<file path="src/rtl/rombox_latch_sync.sv">
// RomBox bank ($BFFF) and switch-override ($BFFE) registers, over-sampling the 6502 bus on Clk.
// Optional $BFFE unlock sequence (5, A, then value) is enabled by defining SWLOCK_EN.
module rombox_latch_sync #(
   parameter int SYNC_STAGES   = 2,
   parameter int MIN_HIGH      = 2,
   parameter int UNLOCK_WINDOW = 8
) (
   input  logic        Clk,
   input  logic        Reset,
   input  logic        PHI2,
   input  logic [15:0] Addr,
   input  logic        RW,
   input  logic [3:0]  DataIn,
   input  logic        DskRAMSW,
   input  logic        DskROMSW,
   output logic [3:0]  RomLatch,
   output logic [3:0]  SwitchLatch,
   output logic [3:0]  DataOut,
   output logic        DataOE,
   output logic        WrStrobe,
   output logic        Locked
);

   localparam int HCNT_W = (MIN_HIGH < 1) ? 1 : $clog2(MIN_HIGH + 1);

   typedef struct packed {
      logic [15:0] addr;
      logic        rw;
      logic [3:0]  data;
   } bus_t;

   typedef enum logic [1:0] {
      BUS_IDLE = 2'd0,
      BUS_HIGH = 2'd1,
      BUS_FALL = 2'd2
   } bus_state_t;

   logic [SYNC_STAGES-1:0] sync_q, sync_d;
   logic                   phi2_s;
   bus_t [SYNC_STAGES:0]   dly_q, dly_d;
   bus_t                   cmd_q, cmd_d;
   bus_state_t             bus_q, bus_d;
   logic [HCNT_W-1:0]      hcnt_q, hcnt_d;
   logic                   arm_q, arm_d;
   logic [3:0]             rom_q, rom_d;
   logic [3:0]             sw_q, sw_d;

   logic fall;
   logic rom_hit;
   logic sw_hit;
   logic sw_commit;

   // PHI2 synchroniser and bus delay line
   always_comb begin
      sync_d = {sync_q[SYNC_STAGES-2:0], PHI2};
      dly_d  = {dly_q[SYNC_STAGES-1:0], bus_t'({Addr, RW, DataIn})};
   end

   assign phi2_s = sync_q[SYNC_STAGES-1];

   // Bus cycle tracker. The FALL decision is made SYNC_STAGES+1 Clk after the
   // raw fall, so tap SYNC_STAGES holds the bus as it was one Clk before it.
   always_comb begin
      bus_d  = bus_q;
      hcnt_d = hcnt_q;
      cmd_d  = cmd_q;
      arm_d  = arm_q | ~phi2_s;
      case (bus_q)
         BUS_IDLE: begin
            if (arm_q && phi2_s) begin
               bus_d  = BUS_HIGH;
               hcnt_d = '0;
            end
         end
         BUS_HIGH: begin
            if (phi2_s) begin
               if (hcnt_q < HCNT_W'(MIN_HIGH)) hcnt_d = hcnt_q + HCNT_W'(1);
            end else if (hcnt_q >= HCNT_W'(MIN_HIGH)) begin
               bus_d = BUS_FALL;
               cmd_d = dly_q[SYNC_STAGES];
            end else begin
               bus_d = BUS_IDLE;
            end
         end
         BUS_FALL: bus_d = BUS_IDLE;
         default:  bus_d = BUS_IDLE;
      endcase
   end

   assign fall    = (bus_q == BUS_FALL);
   assign rom_hit = fall && !cmd_q.rw && (cmd_q.addr == 16'hBFFF);
   assign sw_hit  = fall && !cmd_q.rw && (cmd_q.addr == 16'hBFFE);

`ifdef SWLOCK_EN
   localparam int WIN_W = $clog2(UNLOCK_WINDOW + 1);

   typedef enum logic [1:0] {
      LK_LOCKED = 2'd0,
      LK_KEY1   = 2'd1,
      LK_OPEN   = 2'd2
   } lock_state_t;

   lock_state_t      lock_q, lock_d;
   logic [WIN_W-1:0] win_q, win_d;
   logic             expired;

   assign expired = (lock_q != LK_LOCKED) && (win_q == WIN_W'(UNLOCK_WINDOW));

   // Unlock sequencer; an expired window wins over whatever the cycle carried
   always_comb begin
      lock_d    = lock_q;
      win_d     = win_q;
      sw_commit = 1'b0;
      if (fall) begin
         if (expired) begin
            lock_d = LK_LOCKED;
         end else if (sw_hit) begin
            case (lock_q)
               LK_LOCKED: begin
                  if (cmd_q.data == 4'h5) begin
                     lock_d = LK_KEY1;
                     win_d  = '0;
                  end
               end
               LK_KEY1: begin
                  if (cmd_q.data == 4'hA) begin
                     lock_d = LK_OPEN;
                     win_d  = '0;
                  end else begin
                     lock_d = LK_LOCKED;
                  end
               end
               LK_OPEN: begin
                  sw_commit = 1'b1;
                  lock_d    = LK_LOCKED;
               end
               default: lock_d = LK_LOCKED;
            endcase
         end else if (win_q != WIN_W'(UNLOCK_WINDOW)) begin
            win_d = win_q + WIN_W'(1);
         end
      end
   end

   always_ff @(posedge Clk) begin
      if (Reset) begin
         lock_q <= LK_LOCKED;
         win_q  <= '0;
      end else begin
         lock_q <= lock_d;
         win_q  <= win_d;
      end
   end

   assign Locked = (lock_q != LK_OPEN);
`else
   assign sw_commit = sw_hit;
   assign Locked    = 1'b0;
`endif

   always_comb begin
      rom_d = rom_q;
      sw_d  = sw_q;
      if (rom_hit)   rom_d = cmd_q.data;
      if (sw_commit) sw_d  = cmd_q.data;
   end

   always_ff @(posedge Clk) begin
      sync_q <= sync_d;
      dly_q  <= dly_d;
      cmd_q  <= cmd_d;
      if (Reset) begin
         bus_q  <= BUS_IDLE;
         hcnt_q <= '0;
         arm_q  <= 1'b0;
         rom_q  <= 4'h0;
         sw_q   <= 4'h0;
      end else begin
         bus_q  <= bus_d;
         hcnt_q <= hcnt_d;
         arm_q  <= arm_d;
         rom_q  <= rom_d;
         sw_q   <= sw_d;
      end
   end

   assign RomLatch    = rom_q;
   assign SwitchLatch = sw_q;
   assign WrStrobe    = ~Reset & (rom_hit | sw_commit);

   // Readback follows the live bus so data is driven for the whole PHI2-high phase
   always_comb begin
      DataOE  = PHI2 & RW &
                ((Addr == 16'hBFFF) | (Addr == 16'hBFFE) | (Addr == 16'hBFFD));
      DataOut = 4'h0;
      if (DataOE) begin
         case (Addr)
            16'hBFFF: DataOut = rom_q;
            16'hBFFE: DataOut = sw_q;
            default:  DataOut = {1'b0, ~DskROMSW, ~DskRAMSW, 1'b0};
         endcase
      end
   end

endmodule
</file>
<file path="config.mk">
export PLATFORM = sky130hd
export DESIGN_NAME = rombox_latch_sync
export DESIGN_NICKNAME = d
export VERILOG_FILES = /design/src/rtl/rombox_latch_sync.sv
export SDC_FILE = /design/constraint.sdc
export NUM_CORES = 1
export LEC_CHECK = 0
export ABC_CLOCK_PERIOD_IN_PS = 9750
export CORE_MARGIN = 2
export CORE_UTILIZATION = 49
export DETAILED_ROUTE_END_ITERATION = 12
export PLACE_DENSITY = 0.74
export SYNTH_ARGS = -nofsm -noshare
export SYNTH_HDL_FRONTEND = slang
export SYNTH_SLANG_ARGS = --single-unit
</file>
<file path="constraint.sdc">
create_clock -name Clk -period 9.75 [get_ports Clk]
set_input_delay 0.975 -clock Clk [delete_from_list [all_inputs] [get_ports Clk]]
set_output_delay 0.975 -clock Clk [all_outputs]
set_load 0.01 [all_outputs]
</file>
==> flow_summary.toml <==
[drt]
viasPerCell = 4.89
dr.first_iter.drc_count = 119
ant_nets = 0
dr.pass1.iters = 4
num_vias = 1478
routed_wl_um = 3840
drc_errors = 0
wl_per_cell_um = 12.7

[power_and_ir_drop]
powerDensity_nw_per_um2 = 217
power_mw = 0.727
peakVddDrop_mv = 0.151
leakage_nw = 1.22

[yosys]
synth_nets = 208
synth_top_family_by_area = "simple AND/OR/NAND/NOR gates"
ys_ff_latch = 99
synth_xor_area_frac = 0
async_flop_share = 0
synth.area.top_cells = "dfxtp_1 (59%), edfxtp_1 (24%), nand4_1 (2.8%)"
synth_simple_gate_area_frac = 0.0967
syn_area_um2 = 2670
synth_cell_types = 28
synthTopCellsByCount = "dfxtp_1 (78), edfxtp_1 (21), o21ai_0 (13), nand4_1 (12), a21oi_1 (11)"
synth-compound-area-share = 0.0535
synth_top_cell_area_share = 0.586
synth_fa_ha_area_frac = 0.00469
postSynthAreaPerCell_um2 = 14.7
synth_flop_cell = "dfxtp_1"
syn_inst = 181
yosysTopAreaCell = "dfxtp_1"
yosysWarnings = 0
synthMostInstantiatedCell = "dfxtp_1"
ys_seq_area_frac = 0.822
synth_edf_count = 21
muxShareOfSynthArea = 0.00751

[sta]
fin_tns_setup_ns = 0
slew-limit-headroom = 0.637
max_clock_freq_mhz = 257
fin_worst_skew_ns = 0.00876
drv_slew = 0
setup_viol = 0
timing.hold.ws_ns = 0.327
fin_crit_ns = 3.88
rsz0062_at_grt = "false"
tightest_slew_ns = 0.543
hold_viol = 0
period_share = 0.398

[floorplan]
core_um2 = 5170
start_util = 0.515
dieArea_um2 = 6050
num_io_pins = 41
fp.dieH_um = 77.8
rows = 26
dieWidth_um = 77.8

[clock_tree]
clock_sinks = 99
post_cts_buffers = 0
cts_tree = "yes"
cts.repair.resized = 0
clkTransAtPathRegs_ns = 0.09
clock_path_buffers = 2
ctsHtreeMaxLevel = 3
hold_buffers = 0
clock_latency_ns = 0.36
cts_root_buf = "clkbuf_8"
numCtsBuffers = 9

[placed_design]
placed_cell_area_um2 = 3130
gp_congestion = 0.777
io_buffers = 39
hpwl_um = 2540

[setup_path]
worstPathCellList = "clkdlybuf4s50_1 -> nand4_1 -> or4_1 -> nor2_1 -> clkdlybuf4s50_1"
cp_max_fo = 3
criticalPathCategory = "in2out"
worst_path_most_repeated_cell = "clkdlybuf4s50_1"
cp_slowest_cell = "or4_1"
crit_buf_inv = 2
path_delay_family = "buffers and inverters"
crit_path_end_kind = "output port"
max_stage_delay_ns = 0.63
crit_required_ns = 8.78
arrival_ns = 2.91
cp-start-kind = "primary input"

[global_routing]
grt_max_degree = 19
grt_pass1_wl_um = 6190
met1_usage = 0.151
grt_pass1_vias = 1328
antenna_found_initial = 0
use_met3 = 0.0756
grtUsageMet2 = 0.228
grt-ovfl-total = 0
busiest_layer = "met2"
grt_usage = 0.142

[finish]
fin_nets = 254
post-route-cell-area_um2 = 3360
area_growth_pct = 25.9
utilization = 0.649
drive_above_1_share = 0.0776
diodes = 0

[outcome]
status = "finished, final reports clean"

[hold_path]
hold_path_class = "reg2reg"

[run]
cap_violations = 0
[worst register-to-register path, delay by kind of cell, from the launching register on]
family	cells	cell delay [ns]
buf+inv	1	0.36
fa+ha+maj	1	0.17
simple gates	2	0.54
flops	1	0.40
[where the power goes]
| group | switching, mW | internal, mW | total, mW | leakage [nW] |
|---|---|---|---|---|
| combinational | 0.00540 | 0.0102 | 0.0156 | 0.265 |
| sequential | 0.00349 | 0.432 | 0.436 | 0.842 |
| clock | 0.137 | 0.139 | 0.276 | 0.115 |
| total | 0.146 | 0.581 | 0.727 | 1.22 |
[registers in the layout, indices dropped and copies added (netlist names)]
name and cells:
RomLatch 4, SwitchLatch 4, arm_q 1, bus_q 2
cmd_q 21, dly_d 42, dly_q 21, hcnt_q 2
sync_q 2
[final timing paths]
| check | slack [ns] | cells after the start | end | start |
|---|---|---|---|---|
| min | 0.33 | 0 | dly_q[53] | dly_d[53] |
| min reg2reg | 0.33 | 0 | dly_q[53] | dly_d[53] |
| max reg2reg | 7.96 | 4 | cmd_q[15] | hcnt_q[1] |
| max | 5.87 | 5 | DataOut[2] | Addr[10] |
[cells in the final DEF, fill, tap and decap left out, drive strengths merged]
cell type and instances:
mux2i 2, nand2 4, a21oi 11, nor4b 1, edfxtp 21, and2 2
inv 6, a22oi 2, bufinv 1, nor3b 1, o21bai 1, ha 1
nand4b 1, buf 1, and4 3, and4bb 1, clkdlybuf4s50 39, nand2b 1
nor2 9, and4b 1, nor2b 2, nor3 1, clkbuf 10, dfxtp 78
clkinv 2, nand3 2, o21ai 13, or4 1, nor4 1, nand4 12
conb 1
[cells by family after synthesis]
logic type      count (synthesis)
mux                             2
fa+ha+maj                       1
other cells                     1
compound gates                 27
buf+inv                         8
flops                          99
simple gates                   43
[layer usage]
| layer | vias to the layer above | part of all wire | routed length [um] |
|---|---|---|---|
| li1 | 731 | - | - |
| met1 | 683 | 0.41 | 1570 |
| met2 | 55 | 0.49 | 1870 |
| met3 | 9 | 0.087 | 332 |
| met4 | 0 | 0.017 | 67 |
| met5 | - | 0 | 0 |
[metrics by stage]
| stage | instances | setup WS [ns] |
|---|---|---|
| detailed placement | 286 | 5.85 |
| floorplan | 181 | 6.44 |
| finish | 302 | 5.87 |
| CTS | 302 | 5.85 |
| global placement | 286 | 5.89 |
| global route | 302 | 5.74 |
[area by class of cell]
class / count / area [um^2]
tap: 70 / 87.6
inverter: 3 / 11.3
multi-input combinational: 74 / 443
fill: 367 / 1820
sequential: 99 / 2190
timing repair buffer: 40 / 398
clock inverter: 6 / 76.3
clock buffer: 10 / 149
(Power assumes the default switching activity.)
